===== src/rtl/uart_tx_feeder.sv =====
// Buffers host words in a circular FIFO and paces them into a UART transmitter,
// one frame at a time, with a fixed idle gap after each completed frame.
module uart_tx_feeder #(
  parameter int INPUT_DATA_WIDTH = 8,
  parameter int FIFO_DEPTH       = 8,
  parameter int FRAME_GAP        = 2
) (
  input  logic                        clk,
  input  logic                        reset,
  input  logic                        s_valid,
  input  logic [INPUT_DATA_WIDTH-1:0] s_data,
  output logic                        s_ready,
  output logic                        tx_enable,
  output logic [INPUT_DATA_WIDTH-1:0] tx_data,
  input  logic                        tx_busy,
  output logic                        tx_done,
  output logic [$clog2(FIFO_DEPTH):0] fifo_count
);

  localparam int PTR_W = $clog2(FIFO_DEPTH);
  localparam int CNT_W = PTR_W + 1;
  localparam int GAP_W = (FRAME_GAP > 1) ? $clog2(FRAME_GAP) : 1;
  localparam logic [GAP_W-1:0] GAP_LAST = (FRAME_GAP > 0) ? GAP_W'(FRAME_GAP - 1) : '0;

  typedef enum logic [2:0] {
    IDLE,
    LAUNCH,
    WAIT_BUSY,
    WAIT_DONE,
    GAP
  } state_t;

  state_t                      state;
  state_t                      state_nxt;
  logic [INPUT_DATA_WIDTH-1:0] fifo_mem [FIFO_DEPTH];
  logic [PTR_W-1:0]            wr_ptr;
  logic [PTR_W-1:0]            rd_ptr;
  logic [GAP_W-1:0]            gap_cnt;
  logic [GAP_W-1:0]            gap_cnt_nxt;
  logic                        push;
  logic                        pop;
  logic                        launch_ok;
  logic                        tx_done_nxt;

  assign s_ready   = (fifo_count < CNT_W'(FIFO_DEPTH));
  assign push      = s_valid && s_ready;
  assign launch_ok = (fifo_count != '0) && !tx_busy;

  // Storage array carries no reset; the pointers alone define which entries are valid.
  always_ff @(posedge clk) begin
    if (push) begin
      fifo_mem[wr_ptr] <= s_data;
    end
  end

  always_ff @(posedge clk) begin
    if (!reset) begin
      wr_ptr     <= '0;
      rd_ptr     <= '0;
      fifo_count <= '0;
    end else begin
      if (push) begin
        wr_ptr <= wr_ptr + 1'b1;
      end
      if (pop) begin
        rd_ptr <= rd_ptr + 1'b1;
      end
      case ({push, pop})
        2'b10:   fifo_count <= fifo_count + 1'b1;
        2'b01:   fifo_count <= fifo_count - 1'b1;
        default: fifo_count <= fifo_count;
      endcase
    end
  end

  // Launch outputs are registered, so the FIFO head is only seen one clock after it lands.
  always_ff @(posedge clk) begin
    if (!reset) begin
      state     <= IDLE;
      tx_enable <= 1'b0;
      tx_done   <= 1'b0;
      tx_data   <= '0;
      gap_cnt   <= '0;
    end else begin
      state     <= state_nxt;
      tx_enable <= pop;
      tx_done   <= tx_done_nxt;
      gap_cnt   <= gap_cnt_nxt;
      if (pop) begin
        tx_data <= fifo_mem[rd_ptr];
      end
    end
  end

  always_comb begin
    state_nxt = state;
    case (state)
      IDLE: begin
        if (launch_ok) begin
          state_nxt = LAUNCH;
        end
      end
      LAUNCH: begin
        state_nxt = WAIT_BUSY;
      end
      WAIT_BUSY: begin
        if (tx_busy) begin
          state_nxt = WAIT_DONE;
        end
      end
      WAIT_DONE: begin
        if (!tx_busy) begin
          state_nxt = (FRAME_GAP == 0) ? IDLE : GAP;
        end
      end
      GAP: begin
        if (gap_cnt == GAP_LAST) begin
          state_nxt = IDLE;
        end
      end
      default: begin
        state_nxt = IDLE;
      end
    endcase
  end

  // Gap counter restarts from zero on every entry to GAP because it idles at zero elsewhere.
  always_comb begin
    pop         = 1'b0;
    tx_done_nxt = 1'b0;
    gap_cnt_nxt = '0;
    case (state)
      IDLE:      pop         = launch_ok;
      WAIT_DONE: tx_done_nxt = !tx_busy;
      GAP:       gap_cnt_nxt = gap_cnt + 1'b1;
      default:   pop         = 1'b0;
    endcase
  end

endmodule


===== config.mk =====
export PLATFORM = sky130hd
export DESIGN_NAME = uart_tx_feeder
export DESIGN_NICKNAME = d
export VERILOG_FILES = /design/src/rtl/uart_tx_feeder.sv
export SDC_FILE = /design/constraint.sdc
export NUM_CORES = 1
export LEC_CHECK = 0
export BUFFER_PORTS_ARGS = -buffer_cell sky130_fd_sc_hd__buf_4
export CORE_MARGIN = 5
export CORE_UTILIZATION = 50
export DETAILED_ROUTE_END_ITERATION = 7
export PLACE_DENSITY = 0.68
export SLEW_MARGIN = 5
export SYNTH_ARGS = -nofsm -noshare
export SYNTH_HDL_FRONTEND = slang
export SYNTH_SLANG_ARGS = --single-unit

===== constraint.sdc =====
create_clock -name clk -period 5.9 [get_ports clk]
set_input_delay 1.18 -clock clk [delete_from_list [all_inputs] [get_ports clk]]
set_output_delay 1.18 -clock clk [all_outputs]
set_load 0.02 [all_outputs]

==> results by group, run 1 <==
Status
  • Status: finished clean

Critical path
  • R2R Path Start: fifo_count[0]
  • R2R Path End: fifo_count[2]
  • Crit start category: input port
  • R2R depth: 9
  • Reg2Reg Setup Slack: approximately 3.4 ns
  • CP arrival: between 3 and 4 ns
  • CP Capture Point: fifo_count[2]
  • Critical path startpoint: tx_busy
  • Capturing element type of the critical path: register
  • WS Path Type: input port to register
  • CP required: 6.19 ns
  • Crit Path Max Fanout: 13

STA
  • Max Fclk: about 0.34 GHz
  • Worst Tran Pin Value: 0.8940 ns
  • Worst setup margin: 2.995 ns
  • Tcrit/Tclk final: between 40% and 50%
  • Fin Clk Skew: 0.009452 ns
  • Setup TNS: 0 ns
  • Setup violations, final: 0
  • Final Slew Violations: 0
  • Fin crit period: between 2 and 3 ns
  • Hold_ws: 0.5115 ns
  • RSZ-0062 raised after global routing: no
  • Slew margin rel.: about two fifths
  • Final Hold Violating Endpoints: 0

Yosys
  • Asr flop ratio synth: 0%
  • Sequential area share after synthesis: between 70% and 80%
  • Net Count, Synth: 226
  • Simple-gate share of the synthesized area: around 8.6%
  • EDFF count, synth: 64
  • Synth Area in XOR/XNOR: 1.795%
  • Synth area leaders: edfxtp_1 (56%), dfxtp_1 (14%), mux4_2 (11%)
  • Mapped Cells: ~210
  • Post-synthesis mux area share: between 10% and 20%
  • Cell variety after synth: 35
  • Compound-Gate Fraction of Synth Area: between 4 and 5%
  • Largest family of logic cells by synthesized area: multiplexers
  • Yosys reg bits: between 80 and 90
  • Adder-cell area share of the yosys netlist: ~1.8%
  • Synth Warn #: 0
  • Top_reg_cell synth: edfxtp_1
  • Mapped Area: roughly 3400 µm²
  • Largest area contributor in the netlist: edfxtp_1
  • Syn_area_per_cell: between 15 and 20 µm²
  • Synth top area share: between 50% and 60%

Clocking
  • Sink Count: 88
  • Root buffer cell: clkbuf_8
  • Bufs on Longest Clock Path: 2
  • Worst-path clk slew: 0.09 ns
  • Setup bufs post-CTS: 0
  • Cts hold-fix bufs: 0
  • TritonCTS buffer count: 9
  • H-tree Lvls: 3
  • CTS tree: done
  • Number of gates resized after CTS: 0
  • Latest clock arrival within the worst-skew pair: around 0.35 ns

Route
  • Drc violations: 0
  • DR pass1 iterations: 4
  • Detail Route Antenna Nets: 0
  • Routed len/inst: ~18 µm
  • Routed WL: 6.017 mm
  • Total number of vias: 1838
  • DRT iter0 DRCs: 92
  • Vias per inst: about 5.6

Global route
  • Pin count of the biggest net entering global routing: 26
  • Initial antenna violation count: 0
  • First-pass GRT wire length: roughly 9.8 mm
  • Total Routing Usage GR: between 10% and 20%
  • GRT Residual Overflow: 0
  • Vias in the first global route: about 1800

Finish
  • Final Cell Area: just under 4000 µm²
  • Fillers: roughly 520
  • Syn-to-layout area delta: 14.10%
  • Ant. Diodes: 0
  • Fin nets: 258
  • Share of cells above drive strength 1: around a quarter
  • Final cell count without fillers: between 300 and 400
  • Final core occ: 58.01%

Place
  • RePlAce Congestion: about 0.74
  • Pre-CTS WS: 2.613 ns
  • DPL Wire Length: ~3.7 mm
  • Dpl cells: 310
  • PortBufs: 26
  • DP Area: between 3000 and 4000 µm²

Die
  • Core area: 6719 µm²
  • Initial Utilization: between 50% and 60%
  • Cell row count: 30
  • Die height: a little over 90 µm
  • Top Ports: 27
  • Die W: 92.66 µm
  • DIE AREA: about 8600 µm²

Power
  • Peak VDD IR: between 0.00015 and 0.0002 V
  • Leak: roughly 1.4 nW
  • P per Cell Area: between 400 and 500 nW/µm²
  • Total power: between 1.5 and 2 mW

Job
  • Max-Cap Viols: 0

Worst hold path
  • Hold Crit Start: tx_data[6]
  • Hold WC Path Type: register to register
-- registers in the layout (all words and copies together), names as in the netlist --
name and count:
wr_ptr 3, gap_cnt 1, tx_enable 1, tx_data 8, tx_done 1, fifo_mem 64, rd_ptr 3, fifo_count 4
state 3
-- cells in the mapped netlist (5+ instances only) --
| cell | instances |
|---|---|
| edfxtp_1 | 64 |
| dfxtp_1 | 24 |
| nor2_1 | 17 |
| mux4_2 | 16 |
| nand2_1 | 8 |
| o21ai_1 | 8 |
| o22ai_1 | 8 |
| and2_1 | 7 |
| ha_1 | 5 |
-- worst min path at each step --
stage	depth (start not counted)	slack (ns)	to
after floorplan	1	0.48	state[1]
after global placement	2	0.49	tx_data[0]
final	2	0.51	tx_data[6]
after global routing	2	0.54	tx_data[5]
after detailed placement	2	0.49	tx_data[2]
after CTS	2	0.52	tx_data[2]
-- power breakdown --
part / internal [mW] / switching (mW)
registers: 0.734 / 0.0549
logic: 0.215 / 0.228
clock network: 0.205 / 0.227
total: 1.15 / 0.510
-- layout make-up --
type | instances | area [µm²] | area share (%)
well taps | 80 | 100.1 | 2.568
inverters | 2 | 7.507 | 0.1926
clock inverters | 7 | 86.33 | 2.215
repair buffers | 29 | 217.7 | 5.586
clock buffers | 9 | 123.9 | 3.178
multi-input cells | 111 | 959.7 | 24.62
flip-flops and latches | 88 | 2402 | 61.64
-- layer usage --
| layer | vias to the layer above | part of all wire, % | global-route usage, % |
|---|---|---|---|
| li1 | 865 | - | - |
| met1 | 910 | 45 | 20.96 |
| met2 | 53 | 48 | 24.77 |
| met3 | 10 | 5.9 | 2.924 |
| met4 | 0 | 1.7 | 6.960 |
| met5 | - | 0 | 0 |
-- cell usage in the layout (no fill, tap or decap), types with 3 or more instances in the layout --
cell type,count
and2_1,7
buf_4,29
clkbuf_8,9
dfxtp_1,24
edfxtp_1,64
ha_1,5
mux2i_1,4
mux4_2,16
nand2_1,8
nand2b_1,3
nand3_1,3
nor2_1,17
nor2b_1,4
nor3_1,4
o21ai_1,8
o22ai_1,8
xnor2_1,3
xor2_1,4
-- worst max-delay path, stage by stage --
cell      delay, ns
buf_4          0.12
nor4_2         0.32
and2_4         0.33
ha_1           0.27
xor2_1         0.17
ha_1           0.16
a21oi_1        0.05
xor2_1         0.15
or3_1          0.30
a21boi_0       0.15
-- cells by family (layout without fill, tap and decap cells) --
group                      after synthesis  after routing
DFF                                     88             88
muxes                                   20             20
buffers and inverters                   10             47
AOI/OAI and AO/OA                       24             24
adders and majority gates                5              5
xor gates and xnor gates                 7              7
and+or+nand+nor                         55             55
No activity file was read; power rests on OpenSTA's default activity.
==> run 2, diff against run 1 <==
==> constraint.sdc (replaced) <==
create_clock -name clk -period 2.9 [get_ports clk]
set_input_delay 0.58 -clock clk [delete_from_list [all_inputs] [get_ports clk]]
set_output_delay 0.58 -clock clk [all_outputs]
set_load 0.02 [all_outputs]
==> run 2 against run 1 <==
Net effect: hold slack got worse by 0.053 ns; register-to-register slack worse by 3.0 ns; global-route usage rose by 0.26 points; non-clock buffer count rose by 7; clock power grew 110%; sequential power is 100% higher; combinational power increased by 110%; highest routed layer unchanged.
==> results by group, run 2 (synthesized netlist as in run 1, its figures left out) <==
STA
  • Setup TNS: 0 ns (unchanged)
  • Final Slew Violations: 0 (unchanged)
  • Max Fclk: 0.3933 GHz
  • Tcrit/Tclk final: 87.67%
  • Fin crit period: ~2.5 ns
  • Setup violations, final: 0 (unchanged)
  • Slew margin rel.: 42.27% (+2.1 points)
  • RSZ-0062 raised after global routing: no
  • Worst Tran Pin Value: 0.8648 ns (-0.02920 ns)
  • Fin Clk Skew: 0.008969 ns (-0.0004829 ns)
  • Final Hold Violating Endpoints: 0 (unchanged)

Die
  • Die W: 92.66 µm (unchanged)
  • Initial Utilization: 50.84% (unchanged)
  • DIE AREA: 8585 µm² (unchanged)
  • Core area: 6719 µm² (unchanged)
  • Cell row count: 30 (unchanged)
  • Die height: 92.66 µm (unchanged)
  • Top Ports: 27 (unchanged)

Clocking
  • Cts hold-fix bufs: 0 (unchanged)
  • H-tree Lvls: 3 (unchanged)
  • Root buffer cell: clkbuf_8
  • TritonCTS buffer count: 9 (unchanged)
  • Number of gates resized after CTS: 0 (unchanged)
  • Latest clock arrival within the worst-skew pair: 0.35 ns (about the same)
  • Setup bufs post-CTS: 0 (unchanged)
  • CTS tree: done
  • Bufs on Longest Clock Path: 2 (unchanged)
  • Sink Count: 88 (unchanged)
  • Worst-path clk slew: 0.09 ns (about the same)

Finish
  • Fin nets: 265 (+2.7%)
  • Biggest register: fifo_mem
  • Share of cells above drive strength 1: 27.67% (+1.7 points)
  • Final cell count without fillers: 333 (+2.1%)
  • Commonest non-fill, non-tap cells in the layout: edfxtp_1 (64), buf_4 (36), dfxtp_1 (24)
  • Commonest non-fill, non-tap cell in the layout: edfxtp_1
  • Regs by FF count: fifo_mem: 64 flops, tx_data: 8 flops, fifo_count: 4 flops
  • Syn-to-layout area delta: 15.97%
  • Ant. Diodes: 0 (unchanged)
  • Max FFs per register: 64 (unchanged)

Place
  • DPL Wire Length: 3.797 mm (+2.7%)
  • RePlAce Congestion: 0.7447 (+0.43%)
  • PortBufs: 26 (unchanged)
  • Dpl cells: 317 (+2.3%)

Global route
  • GRT Residual Overflow: 0 (unchanged)
  • Total Routing Usage GR: 15.84% (+0.26 points)
  • Initial antenna violation count: 0 (unchanged)
  • Vias in the first global route: 1852 (+1.8%)
  • Pin count of the biggest net entering global routing: 26 (unchanged)
  • First-pass GRT wire length: 9.915 mm (+0.77%)

Job
  • Max-Cap Viols: 0 (unchanged)

Critical path
  • CP required: 3.18 ns (-3.01 ns)
  • WS Path Type: register to register
  • CP arrival: 2.82 ns (-0.37 ns)
  • Reg2Reg Setup Slack: 0.36 ns (-3.00 ns)
  • Crit Path Max Fanout: 13 (unchanged)
  • Capturing element type of the critical path: register
  • Crit start category: register

Route
  • Drc violations: 0 (unchanged)
  • DR pass1 iterations: 4 (unchanged)
  • Detail Route Antenna Nets: 0 (unchanged)
  • Routed len/inst: 18.35 µm (-0.57%)
  • Routed WL: 6.111 mm (+1.6%)
  • Total number of vias: 1835 (-0.16%)
  • DRT iter0 DRCs: 102 (+11%)
  • Vias per inst: 5.511 (-2.3%)

Worst hold path
  • Hold WC Path Type: input port to register

Status
  • Status: finished clean

Power
  • Leak: 1.396 nW (+3.0%)
  • Peak VDD IR: 0.0003341 V (+98%)
  • P per Cell Area: 867.9 nW/µm² (+100%)
[run 2: cell types whose count changed in the layout (fill, tap and decap cells not counted), sizes merged]
cell    delta
clkbuf     +1
bufinv     +1
inv        -3
clkinv     +1
buf        +7
[run 2: where the power goes]
part / internal [mW] / switching (mW)
logic: 0.446 / 0.471
clock network: 0.491 / 0.428
registers: 1.49 / 0.109
[run 2: final timing paths]
kind	to	cells after the start	start
min	fifo_mem[2][7]	1	s_data[7]
max reg2reg	fifo_count[2]	9	fifo_count[0]
max	fifo_count[2]	9	fifo_count[0]
min reg2reg	tx_data[7]	2	tx_data[7]
[run 2: layer usage]
metal	share of wire (%)	routed length [µm]	GRT usage (%)
met1	47	2842	21.50
met5	0	0	0
met4	1.8	109	8.059
met2	47	2874	24.41
met3	4.7	285	3.087
[run 2: layout make-up]
cell class | instances | area [µm²]
fillers | 526 | 2758
flip-flops and latches | 88 | 2402
multi-input cells | 111 | 959.7
repair buffers | 36 | 270.3
clock buffers | 10 | 127.6
well taps | 80 | 100.1
clock inverters | 6 | 93.84
inverters | 2 | 7.507
[run 2: critical path, cell delays in order, from the launching register on]
cell,delay (ns)
dfxtp_1,0.37
or4_4,0.57
and2_4,0.24
ha_1,0.26
xor2_1,0.16
ha_1,0.18
a21oi_1,0.15
xor2_1,0.09
or3_1,0.30
a21boi_0,0.15
[run 2: metrics by stage]
step | util (%) | power, mW | area [µm²] | worst slack (ns) | hold WS, ns
2_1_floorplan | - | 2.286 | 3416 | 0.3384 | 0.4775
3_3_place_gp | 55.66 | 2.546 | 3740 | 0.2831 | 0.4821
3_5_place_dp | 55.66 | 2.558 | 3740 | 0.2021 | 0.4920
4_1_cts | 58.96 | 3.477 | 3961 | 0.3479 | 0.4409
5_1_grt | 58.96 | 3.637 | 3961 | 0.1898 | 0.4367
6_report | 58.96 | 3.438 | 3961 | 0.3577 | 0.4580
==> run 3, diff against run 2 <==
--- a/config.mk
+++ b/config.mk
@@ -10,6 +10,7 @@
 export CORE_UTILIZATION = 50
 export DETAILED_ROUTE_END_ITERATION = 7
 export PLACE_DENSITY = 0.68
+export REMOVE_ABC_BUFFERS = 1
 export SLEW_MARGIN = 5
 export SYNTH_ARGS = -nofsm -noshare
 export SYNTH_HDL_FRONTEND = slang
==> run 3 against run 2 <==
Net effect: sequential power about the same; count of clock-buffer cells in the layout is the same; core utilization barely moved.
==> results by group, run 3 (synthesized netlist as in run 1, its figures left out) <==
Status
  • Status: finished clean

Critical path
  • WS Path Type: register to register
  • R2R depth: 9 (unchanged)
  • Reg2Reg Setup Slack: 0.40 ns (+0.04 ns)
  • CP arrival: 2.78 ns (-0.04 ns)
  • CP Capture Point: fifo_count[2]
  • R2R Path Start: fifo_count[3]
  • Critical path startpoint: fifo_count[3]
  • Capturing element type of the critical path: register
  • Crit start category: register
  • R2R Path End: fifo_count[2]
  • CP required: 3.19 ns (about the same)
  • Crit Path Max Fanout: 5 (-8)

Die
  • Die height: 92.66 µm (unchanged)
  • DIE AREA: 8585 µm² (unchanged)
  • Cell row count: 30 (unchanged)
  • Top Ports: 27 (unchanged)
  • Core area: 6719 µm² (unchanged)
  • Initial Utilization: 50.84% (unchanged)
  • Die W: 92.66 µm (unchanged)

Route
  • Drc violations: 0 (unchanged)
  • DR pass1 iterations: 4 (unchanged)
  • Vias per inst: 5.542 (+0.57%)
  • Routed len/inst: 18.09 µm (-1.4%)
  • Total number of vias: 1862 (+1.5%)
  • DRT iter0 DRCs: 159 (+56%)
  • Detail Route Antenna Nets: 0 (unchanged)
  • Routed WL: 6.079 mm (-0.52%)

STA
  • Worst Tran Pin Value: 0.9250 ns (+0.06025 ns)
  • Final Hold Violating Endpoints: 0 (unchanged)
  • Setup TNS: 0 ns (unchanged)
  • Final Slew Violations: 0 (unchanged)
  • Worst setup margin: 0.4015 ns (+0.04378 ns)
  • Fin crit period: 2.499 ns (-0.04378 ns)
  • Tcrit/Tclk final: 86.16% (-1.5 points)
  • RSZ-0062 raised after global routing: no
  • Setup violations, final: 0 (unchanged)
  • Max Fclk: 0.4002 GHz (+1.8%)
  • Slew margin rel.: 38.25% (-4.0 points)
  • Fin Clk Skew: 0.01332 ns (+0.004351 ns)

Clocking
  • Worst-path clk slew: 0.09 ns (about the same)
  • Number of gates resized after CTS: 0 (unchanged)
  • Root buffer cell: clkbuf_8
  • TritonCTS buffer count: 9 (unchanged)
  • Bufs on Longest Clock Path: 2 (unchanged)
  • Latest clock arrival within the worst-skew pair: 0.35 ns (about the same)
  • Setup bufs post-CTS: 0 (unchanged)
  • Cts hold-fix bufs: 0 (unchanged)
  • Sink Count: 88 (unchanged)
  • CTS tree: done
  • H-tree Lvls: 3 (unchanged)

Global route
  • GRT met2 Usage: 26.22% (+1.8 points)
  • Met3 Use GR: 4.387% (+1.3 points)
  • Vias in the first global route: 1825 (-1.5%)
  • Most Crowded Layer GR: met2
  • Initial antenna violation count: 0 (unchanged)
  • First-pass GRT wire length: 9.653 mm (-2.6%)
  • Pin count of the biggest net entering global routing: 26 (unchanged)
  • Total Routing Usage GR: 15.42% (-0.42 points)
  • GRT Residual Overflow: 0 (unchanged)
  • M1 GR Usage: 18.50% (-3.0 points)

Place
  • DPL Wire Length: 3.879 mm (+2.2%)
  • Pre-CTS WS: 0.2953 ns (+0.09316 ns)
  • PortBufs: 26 (unchanged)
  • RePlAce Congestion: 0.7863 (+5.6%)

Finish
  • Fillers: 509 (-3.2%)
  • Syn-to-layout area delta: 15.90% (about the same)
  • Share of cells above drive strength 1: 28.52% (+0.85 points)
  • Commonest non-fill, non-tap cell in the layout: edfxtp_1
  • Regs by FF count: fifo_mem: 64 flops, tx_data: 8 flops, fifo_count: 4 flops
  • Biggest register: fifo_mem
  • Max FFs per register: 64 (unchanged)
  • Fin nets: 268 (+1.1%)
  • Commonest non-fill, non-tap cells in the layout: edfxtp_1 (64), buf_4 (39), dfxtp_1 (24)
  • Ant. Diodes: 0 (unchanged)

Power
  • P per Cell Area: 850.5 nW/µm² (-2.0%)
  • Total power: 3.367 mW (-2.1%)
  • Leak: 1.401 nW (+0.39%)
  • Peak VDD IR: 0.0003478 V (+4.1%)

Worst hold path
  • Hold WC Path Type: input port to register
  • Hold path depth: 1 (unchanged)

Job
  • Max-Cap Viols: 0 (unchanged)
[run 3: layout make-up]
type	instances	area (µm²)	share of cell area, %
clock buffer	10	127.6	3.224
clock inverter	6	68.82	1.738
inverter	2	7.507	0.1896
multi-input combinational	111	959.7	24.24
sequential	88	2402	60.68
tap	80	100.1	2.528
timing repair buffer	39	292.8	7.396
[run 3: metrics by stage]
| stage | utilization, % | area [µm²] | instances | hold WS (ns) |
|---|---|---|---|---|
| floorplan | - | 3369 | 201 | 0.4775 |
| global placement | 56.00 | 3762 | 320 | 0.4863 |
| detailed placement | 56.00 | 3762 | 320 | 0.5046 |
| CTS | 58.92 | 3959 | 336 | 0.4362 |
| global route | 58.92 | 3959 | 336 | 0.4276 |
| finish | 58.92 | 3959 | 336 | 0.4508 |
[run 3: worst min-delay path by stage]
stage                     slack [ns]              to          start
final                           0.45  fifo_mem[7][6]      s_data[6]
after global routing            0.43  fifo_mem[1][4]      s_data[4]
after CTS                       0.44  fifo_mem[0][5]      s_data[5]
after detailed placement        0.50   fifo_count[3]  fifo_count[3]
after global placement          0.49      tx_data[7]     tx_data[7]
after floorplan                 0.48        state[1]       state[2]
[run 3: where the power goes]
| part | switching (mW) | internal, mW | leakage [nW] |
|---|---|---|---|
| Combinational | 0.471 | 0.461 | 0.527 |
| Sequential | 0.113 | 1.49 | 0.777 |
| Clock | 0.426 | 0.403 | 0.0968 |
[run 3: per-layer routing]
layer  up-vias  part of all wire, %
li1        883                    -
met1       931                   41
met2        39                   53
met3         9                  4.8
met4         0                  1.6
met5         -                    0
[run 3: critical path: stages, from the launching register on]
cell,delay [ns]
dfxtp_1,0.36
or4_4,0.58
and2_4,0.18
ha_1,0.25
xor2_1,0.18
ha_1,0.19
a21oi_1,0.14
xor2_1,0.09
or3_1,0.30
a21boi_0,0.16
